<file path="src/rtl/mem_ctrl_pkg.sv">
`default_nettype none
// =============================================================================
// Module      : mem_ctrl_pkg
// Description : Shared types and constants for the memory commit controller.
// Revision    : 1.0
// =============================================================================
package mem_ctrl_pkg;

    localparam int         DATA_WIDTH         = 32;
    localparam logic [1:0] SIZE_B             = 2'd0;
    localparam logic [1:0] SIZE_H             = 2'd1;
    localparam logic [1:0] SIZE_W             = 2'd2;
    localparam logic [1:0] IO_ADDR_HI_DEFAULT = 2'b11;

    typedef enum logic [2:0] {
        ST_IDLE  = 3'd0,
        ST_STORE = 3'd1,
        ST_LOAD  = 3'd2,
        ST_FETCH = 3'd3,
        ST_DONE  = 3'd4
    } state_t;

    // Unused size code 3 is treated as a word access.
    function automatic logic [2:0] size_bytes(input logic [1:0] size);
        case (size)
            SIZE_B:  return 3'd1;
            SIZE_H:  return 3'd2;
            default: return 3'd4;
        endcase
    endfunction

endpackage
`default_nettype wire

</file>
<file path="src/rtl/mem_ctrl_if.sv">
`default_nettype none
// =============================================================================
// Module      : mem_ctrl_if
// Description : Request/response bundle between ROB/LSB/IF, the controller and RAM.
// Revision    : 1.0
// =============================================================================
interface mem_ctrl_if #(
    parameter int ADDR_WIDTH = 32
);
    logic                  rob_write_mem;
    logic [ADDR_WIDTH-1:0] to_mem_addr;
    logic [31:0]           to_mem_value;
    logic [1:0]            to_mem_size;
    logic                  mem_store_done;

    logic                  lsb_read_mem;
    logic [ADDR_WIDTH-1:0] lsb_addr;
    logic [1:0]            lsb_size;
    logic                  lsb_signed;
    logic                  mem_load_done;
    logic [31:0]           mem_load_data;

    logic                  if_read;
    logic [ADDR_WIDTH-1:0] if_addr;
    logic                  if_done;
    logic [31:0]           if_inst;

    logic [7:0]            mem_din;
    logic [7:0]            mem_dout;
    logic [ADDR_WIDTH-1:0] mem_a;
    logic                  mem_wr;

    modport slave (
        input  rob_write_mem, to_mem_addr, to_mem_value, to_mem_size,
        input  lsb_read_mem, lsb_addr, lsb_size, lsb_signed,
        input  if_read, if_addr, mem_din,
        output mem_store_done, mem_load_done, mem_load_data,
        output if_done, if_inst, mem_dout, mem_a, mem_wr
    );

    modport master (
        output rob_write_mem, to_mem_addr, to_mem_value, to_mem_size,
        output lsb_read_mem, lsb_addr, lsb_size, lsb_signed,
        output if_read, if_addr, mem_din,
        input  mem_store_done, mem_load_done, mem_load_data,
        input  if_done, if_inst, mem_dout, mem_a, mem_wr
    );
endinterface
`default_nettype wire

</file>
<file path="src/rtl/mem_ctrl.sv">
`default_nettype none
// =============================================================================
// Module      : mem_ctrl
// Description : Serialises stores, loads and fetches onto a byte-wide RAM bus.
// Revision    : 1.0
// =============================================================================
module mem_ctrl
    import mem_ctrl_pkg::*;
#(
    parameter int         ADDR_WIDTH = 32,
    parameter logic [1:0] IO_ADDR_HI = IO_ADDR_HI_DEFAULT
) (
    input  logic      clk,
    input  logic      rst,
    input  logic      rdy,
    input  logic      io_buffer_full,
    input  logic      jump_wrong,
    mem_ctrl_if.slave bus
);

    state_t                state_q;
    logic [ADDR_WIDTH-1:0] addr_q;
    logic [31:0]           wdata_q;
    logic [31:0]           rbuf_q;
    logic [2:0]            nbytes_q;
    logic [2:0]            cnt_q;
    logic                  sign_q;
    logic                  fetch_q;
    logic [ADDR_WIDTH-1:0] mem_a_q;
    logic [7:0]            mem_dout_q;
    logic                  mem_wr_q;
    logic                  store_done_q;
    logic                  load_done_q;
    logic                  if_done_q;
    logic [31:0]           load_data_q;
    logic [31:0]           if_inst_q;

    logic [ADDR_WIDTH-1:0] byte_addr;
    logic                  io_stall;
    logic                  last_byte;
    logic                  done_out;
    logic [1:0]            cap_idx;
    logic [7:0]            store_byte;
    logic [31:0]           load_data_d;

    assign byte_addr  = addr_q + ADDR_WIDTH'(cnt_q);
    assign io_stall   = (byte_addr[17:16] == IO_ADDR_HI) && io_buffer_full;
    assign last_byte  = (cnt_q == nbytes_q);
    assign done_out   = store_done_q | load_done_q | if_done_q;
    // Read data lags its address by one cycle, so count k captures byte k-1.
    assign cap_idx    = cnt_q[1:0] - 2'd1;
    assign store_byte = wdata_q[{cnt_q[1:0], 3'b000} +: 8];

    always_comb begin
        load_data_d = rbuf_q;
        case (nbytes_q)
            3'd1:    load_data_d = {{24{sign_q & rbuf_q[7]}}, rbuf_q[7:0]};
            3'd2:    load_data_d = {{16{sign_q & rbuf_q[15]}}, rbuf_q[15:0]};
            default: load_data_d = rbuf_q;
        endcase
    end

    always_ff @(posedge clk or negedge rst) begin
        if (!rst) begin
            state_q      <= ST_IDLE;
            addr_q       <= '0;
            wdata_q      <= '0;
            rbuf_q       <= '0;
            nbytes_q     <= '0;
            cnt_q        <= '0;
            sign_q       <= 1'b0;
            fetch_q      <= 1'b0;
            mem_a_q      <= '0;
            mem_dout_q   <= '0;
            mem_wr_q     <= 1'b0;
            store_done_q <= 1'b0;
            load_done_q  <= 1'b0;
            if_done_q    <= 1'b0;
            load_data_q  <= '0;
            if_inst_q    <= '0;
        end else if (rdy) begin
            store_done_q <= 1'b0;
            load_done_q  <= 1'b0;
            if_done_q    <= 1'b0;
            case (state_q)
                ST_IDLE: begin
                    mem_wr_q <= 1'b0;
                    cnt_q    <= '0;
                    // A pending done pulse blocks acceptance for one cycle so the
                    // requester has time to drop its level request.
                    if (!done_out) begin
                        if (bus.rob_write_mem) begin
                            addr_q   <= bus.to_mem_addr;
                            wdata_q  <= bus.to_mem_value;
                            nbytes_q <= size_bytes(bus.to_mem_size);
                            state_q  <= ST_STORE;
                        end else if (bus.lsb_read_mem && !jump_wrong) begin
                            addr_q   <= bus.lsb_addr;
                            nbytes_q <= size_bytes(bus.lsb_size);
                            sign_q   <= bus.lsb_signed;
                            fetch_q  <= 1'b0;
                            rbuf_q   <= '0;
                            state_q  <= ST_LOAD;
                        end else if (bus.if_read && !jump_wrong) begin
                            addr_q   <= bus.if_addr;
                            nbytes_q <= 3'd4;
                            sign_q   <= 1'b0;
                            fetch_q  <= 1'b1;
                            rbuf_q   <= '0;
                            state_q  <= ST_FETCH;
                        end
                    end
                end
                ST_STORE: begin
                    if (last_byte) begin
                        mem_wr_q     <= 1'b0;
                        store_done_q <= 1'b1;
                        state_q      <= ST_IDLE;
                    end else if (io_stall) begin
                        mem_wr_q <= 1'b0;
                    end else begin
                        mem_a_q    <= byte_addr;
                        mem_dout_q <= store_byte;
                        mem_wr_q   <= 1'b1;
                        cnt_q      <= cnt_q + 3'd1;
                    end
                end
                ST_LOAD, ST_FETCH: begin
                    mem_wr_q <= 1'b0;
                    if (jump_wrong) begin
                        state_q <= ST_IDLE;
                    end else begin
                        if (cnt_q != 3'd0) begin
                            rbuf_q[{cap_idx, 3'b000} +: 8] <= bus.mem_din;
                        end
                        if (last_byte) begin
                            state_q <= ST_DONE;
                        end else begin
                            mem_a_q <= byte_addr;
                            cnt_q   <= cnt_q + 3'd1;
                        end
                    end
                end
                ST_DONE: begin
                    mem_wr_q <= 1'b0;
                    state_q  <= ST_IDLE;
                    if (!jump_wrong) begin
                        if (fetch_q) begin
                            if_done_q <= 1'b1;
                            if_inst_q <= rbuf_q;
                        end else begin
                            load_done_q <= 1'b1;
                            load_data_q <= load_data_d;
                        end
                    end
                end
                default: begin
                    mem_wr_q <= 1'b0;
                    state_q  <= ST_IDLE;
                end
            endcase
        end
    end

    assign bus.mem_a          = mem_a_q;
    assign bus.mem_dout       = mem_dout_q;
    assign bus.mem_wr         = mem_wr_q;
    assign bus.mem_store_done = store_done_q;
    assign bus.mem_load_done  = load_done_q;
    assign bus.mem_load_data  = load_data_q;
    assign bus.if_done        = if_done_q;
    assign bus.if_inst        = if_inst_q;

endmodule
`default_nettype wire

</file>
<file path="src/flat_wrapper.sv">
// flat-port wrapper written by rule: the top's interface ports become plain ports
module mem_ctrl_flat import mem_ctrl_pkg::*;
#(
    parameter int         ADDR_WIDTH = 32,
    parameter logic [1:0] IO_ADDR_HI = IO_ADDR_HI_DEFAULT
)
  (clk, rst, rdy, io_buffer_full, jump_wrong, bus_rob_write_mem, bus_to_mem_addr, bus_to_mem_value, bus_to_mem_size, bus_lsb_read_mem, bus_lsb_addr, bus_lsb_size, bus_lsb_signed, bus_if_read, bus_if_addr, bus_mem_din, bus_mem_store_done, bus_mem_load_done, bus_mem_load_data, bus_if_done, bus_if_inst, bus_mem_dout, bus_mem_a, bus_mem_wr);
  mem_ctrl_if #(.ADDR_WIDTH(ADDR_WIDTH)) bus_i ();
  input  logic clk;
  input  logic rst;
  input  logic rdy;
  input  logic io_buffer_full;
  input  logic jump_wrong;
  input wire logic [$bits(bus_i.rob_write_mem)-1:0] bus_rob_write_mem;
  input wire logic [$bits(bus_i.to_mem_addr)-1:0] bus_to_mem_addr;
  input wire logic [$bits(bus_i.to_mem_value)-1:0] bus_to_mem_value;
  input wire logic [$bits(bus_i.to_mem_size)-1:0] bus_to_mem_size;
  input wire logic [$bits(bus_i.lsb_read_mem)-1:0] bus_lsb_read_mem;
  input wire logic [$bits(bus_i.lsb_addr)-1:0] bus_lsb_addr;
  input wire logic [$bits(bus_i.lsb_size)-1:0] bus_lsb_size;
  input wire logic [$bits(bus_i.lsb_signed)-1:0] bus_lsb_signed;
  input wire logic [$bits(bus_i.if_read)-1:0] bus_if_read;
  input wire logic [$bits(bus_i.if_addr)-1:0] bus_if_addr;
  input wire logic [$bits(bus_i.mem_din)-1:0] bus_mem_din;
  output wire logic [$bits(bus_i.mem_store_done)-1:0] bus_mem_store_done;
  output wire logic [$bits(bus_i.mem_load_done)-1:0] bus_mem_load_done;
  output wire logic [$bits(bus_i.mem_load_data)-1:0] bus_mem_load_data;
  output wire logic [$bits(bus_i.if_done)-1:0] bus_if_done;
  output wire logic [$bits(bus_i.if_inst)-1:0] bus_if_inst;
  output wire logic [$bits(bus_i.mem_dout)-1:0] bus_mem_dout;
  output wire logic [$bits(bus_i.mem_a)-1:0] bus_mem_a;
  output wire logic [$bits(bus_i.mem_wr)-1:0] bus_mem_wr;
  assign bus_i.rob_write_mem = bus_rob_write_mem;
  assign bus_i.to_mem_addr = bus_to_mem_addr;
  assign bus_i.to_mem_value = bus_to_mem_value;
  assign bus_i.to_mem_size = bus_to_mem_size;
  assign bus_i.lsb_read_mem = bus_lsb_read_mem;
  assign bus_i.lsb_addr = bus_lsb_addr;
  assign bus_i.lsb_size = bus_lsb_size;
  assign bus_i.lsb_signed = bus_lsb_signed;
  assign bus_i.if_read = bus_if_read;
  assign bus_i.if_addr = bus_if_addr;
  assign bus_i.mem_din = bus_mem_din;
  assign bus_mem_store_done = bus_i.mem_store_done;
  assign bus_mem_load_done = bus_i.mem_load_done;
  assign bus_mem_load_data = bus_i.mem_load_data;
  assign bus_if_done = bus_i.if_done;
  assign bus_if_inst = bus_i.if_inst;
  assign bus_mem_dout = bus_i.mem_dout;
  assign bus_mem_a = bus_i.mem_a;
  assign bus_mem_wr = bus_i.mem_wr;
  mem_ctrl #(.ADDR_WIDTH(ADDR_WIDTH), .IO_ADDR_HI(IO_ADDR_HI)) u_core (.clk(clk), .rst(rst), .rdy(rdy), .io_buffer_full(io_buffer_full), .jump_wrong(jump_wrong), .bus(bus_i));
endmodule
</file>
<file path="config.mk">
export PLATFORM = sky130hd
export DESIGN_NAME = mem_ctrl_flat
export DESIGN_NICKNAME = d
export VERILOG_FILES = /design/src/rtl/mem_ctrl_pkg.sv /design/src/rtl/mem_ctrl_if.sv /design/src/rtl/mem_ctrl.sv /design/src/flat_wrapper.sv
export SDC_FILE = /design/constraint.sdc
export NUM_CORES = 1
export LEC_CHECK = 0
export ABC_AREA = 1
export BUFFER_PORTS_ARGS = -buffer_cell sky130_fd_sc_hd__clkbuf_2
export CAP_MARGIN = 10
export CORE_ASPECT_RATIO = 1.25
export CORE_UTILIZATION = 49
export DETAILED_ROUTE_END_ITERATION = 6
export HOLD_SLACK_MARGIN = 0.06
export PLACE_DENSITY_LB_ADDON = 0.25
export RECOVER_POWER = 50
export SLEW_MARGIN = 25
export SYNTH_ARGS = -nofsm -noshare
export SYNTH_HDL_FRONTEND = slang
export SYNTH_SLANG_ARGS = --single-unit
</file>
<file path="constraint.sdc">
create_clock -name clk -period 2.15 [get_ports clk]
set_clock_uncertainty 0.1 [all_clocks]
set_input_delay 0.43 -clock clk [delete_from_list [all_inputs] [get_ports clk]]
set_output_delay 0.43 -clock clk [all_outputs]
set_load 0.05 [all_outputs]
</file>
==> results.txt <==
Vias in the first global route = 9356
Post-layout worst setup margin = -79.8 ps
Final setup violation count = 41
Worst EP required = 2460 ps
Placed insts = 1818
Post-Synthesis Cells = 1298
Crit path time final = 2230 ps
Total CTS buffers = 22
Critical Path Start Type = flip-flop
Clk sinks = 215
Clk buf depth = 3
Cell internal pwr = 10.8 mW
Syn nets = 1457
Sum Neg Setup Slack = -1360 ps
Post-DP HPWL = 21800 um
Clock Tree Root = clkbuf_16
Fin cells = 1891
Switching Share = 46.5%
WL/cell = 15.7 um
First-pass GRT wire length = 47700 um
Crit path kind = flip-flop to flip-flop
Setup slack, reg-to-reg = -80 ps
Core area = 21000 sq um
Final hold slack = 77.7 ps
Worst endpoint data arrival time = 2540 ps
NetSw = 9.41 mW
Avg Cell Area, Syn = 8.18 sq um
H-tree depth = 1
Lkg Pwr = 6.86 nW
P&R area growth vs syn = 28.3%
Antenna diodes = 0
Yosys Warn Count = 0
Pre-antenna DRT Iters = 5
Worst slew margin = 0.792%
Total GRT Usage = 26.6%
Chip Height = 167 um
Full die area = 22300 sq um
Worst hold path class = input port to flip-flop
Clock power share = 19.2%
Via count = 9743
Sequential Power Share = 34.7%
Register area share after synthesis = 50.7%
PortBufs = 256
Max cap viols = 1
TritonCTS clock tree = built
Final worst-path cycle share = 104%
P per Cell Area = 1480 nW/um^2
Fillers = 1803
Post-synth cell types = 41
Fin. Hold Viols = 0
Ports = 257
DRT iter0 DRCs = 596
Status = finished, violations left
Skew-Pair Late Insertion Delay = 520 ps
Max-slew violations = 0
Initial antenna violation count = 0
Final core utilization = 64.8%
Combinational power share = 46.1%
Total routed wirelength = 29700 um
Worst vdd ir = 0.889 mV
NumNets Final = 1762
Ratio of cells with drive above 1 in the final layout = 23.9%
Setup crit end kind = flip-flop
Worst-Margin Slew = 1490 ps
Failing checks = max-capacitance violations, negative setup slack
Mapped cell area = 10600 sq um
Chip width = 134 um
RD Place Congestion = 0.940
Average vias per placed instance = 5.15
Core Rows = 59
CP max FO = 9
Pin count of the biggest net entering global routing = 67
Residual DRC = 0
Initial Utilization = 50.5%
Gr ovfl total = 0
RSZ-0062 raised after global routing = true
Fmax = 448 MHz
CTS clk-pin slew, worst paths = 60 ps
Antenna Violating Nets Remaining = 0
#FFs+latches synth = 215
Total Power = 20.2 mW
## through the flow
stage	setup slack [ps]	instance area, sq um
2_1_floorplan	-85.3	10700
3_3_place_gp	-3.38	12500
3_5_place_dp	-55.9	12500
4_1_cts	-46.9	13600
5_1_grt	-185	13600
6_report	-79.8	13600
## sequential cells by signal, indices dropped and copies added, names as in the netlist, 3 cells and up
| name | flops |
|---|---|
| u_core.addr_q | 32 |
| u_core.bus.if_inst | 32 |
| u_core.bus.mem_a | 32 |
| u_core.bus.mem_dout | 8 |
| u_core.bus.mem_load_data | 32 |
| u_core.cnt_q | 3 |
| u_core.nbytes_q | 3 |
| u_core.rbuf_q | 32 |
| u_core.state_q | 3 |
| u_core.wdata_q | 32 |
## final timing paths
path	startpoint	to	cells after the start
max in group asynchronous	rst	u_core.rbuf_q[4]	3
setup reg to reg	u_core.addr_q[0]	u_core.bus.mem_dout[5]	14
hold reg to reg	u_core.bus.mem_a[29]	u_core.bus.mem_a[29]	2
min in group asynchronous	rst	u_core.bus.mem_load_data[31]	2
hold / removal	bus_to_mem_value[10]	u_core.wdata_q[10]	3
setup / recovery	u_core.addr_q[0]	u_core.bus.mem_dout[5]	14
## routing by layer
| layer | up-vias | share of wire [%] | track usage (%) |
|---|---|---|---|
| met1 | 4473 | 42 | 34.4 |
| met2 | 357 | 50 | 46.2 |
| met3 | 63 | 5.3 | 3.07 |
| met5 | - | 0 | 0 |
| li1 | 4850 | - | - |
| met4 | 0 | 2.7 | 8.50 |
## layout make-up
class / instances / area, sq um / area share [%]
sequential: 215 / 5380 / 39.5
clock inverter: 8 / 110 / 0.808
timing repair buffer: 340 / 2170 / 15.9
inverter: 115 / 433 / 3.18
tap: 274 / 343 / 2.52
multi-input combinational: 909 / 4560 / 33.5
clock buffer: 30 / 631 / 4.63
## cell usage after synthesis (all sizes together)
cell type,number,area (sq um)
a21oi,62,325
a31oi,1,12.5
buf,26,183
clkbuf,34,128
clkinv,2,7.51
dfrtp,215,5380
fa,1,20.0
ha,9,113
inv,113,424
mux2,16,180
nand2,362,1380
nand3,85,468
nand3b,7,52.6
nand4,44,275
nor2,101,427
nor3,16,91.3
nor3b,1,7.51
nor4,2,18.8
o21ai,173,896
o21bai,1,7.51
o22ai,2,12.5
or2,3,18.8
or3b,1,8.76
xnor2,7,61.3
xor2,14,123
## power groups by stage
| stage | sequential, mW | combinational [mW] | clock (mW) |
|---|---|---|---|
| after floorplan | 9.45 | 3.99 | 0 |
| after global placement | 7.01 | 8.96 | 0 |
| after detailed placement | 7.06 | 9.12 | 0 |
| after CTS | 7.00 | 9.28 | 3.96 |
| after global routing | 7.21 | 10.2 | 4.09 |
| final | 7.02 | 9.32 | 3.89 |
## cell families after synthesis
family | synth area share, %
adder cells (fa/ha/maj) | 1.25
AO/OA/AOI/OAI | 11.8
flip-flops | 50.7
buffers and inverters | 6.99
XOR/XNOR | 1.73
AND/OR/NAND/NOR | 25.9
multiplexers | 1.70
## worst max-delay path, cell delays in order (launching register included)
cell	delay, ps
dfrtp_1	390
ha_2	200
fa_2	370
nand3_4	100
nand2_4	60
nand2_4	70
o21ai_1	70
nand2_2	90
nor2_4	50
buf_4	130
nand2_2	90
nand3_4	110
buf_12	170
nand2_1	70
o21ai_2	60
## timing repair
item                       4_1_cts  5_1_grt
setup buffers                    4        3
setup endpoints to repair       51       76
cloned                           0        2
hold endpoints to repair        70        0
hold buffers                    26        0
pin swaps                        2        2
resized for setup                7       12
## cell usage in the layout (no fill, tap or decap), drive strengths merged, types with 2 or more instances in the layout
cell type / instances
a21oi: 62
buf: 57
bufinv: 2
clkbuf: 287
clkinv: 6
clkinvlp: 2
dfrtp: 215
dlygate4sd3: 26
ha: 9
inv: 113
mux2: 16
nand2: 362
nand3: 85
nand3b: 7
nand4: 44
nor2: 102
nor3: 16
nor4: 2
o21ai: 173
o22ai: 2
or2: 3
xnor2: 7
xor2: 14
(Power assumes the default switching activity.)
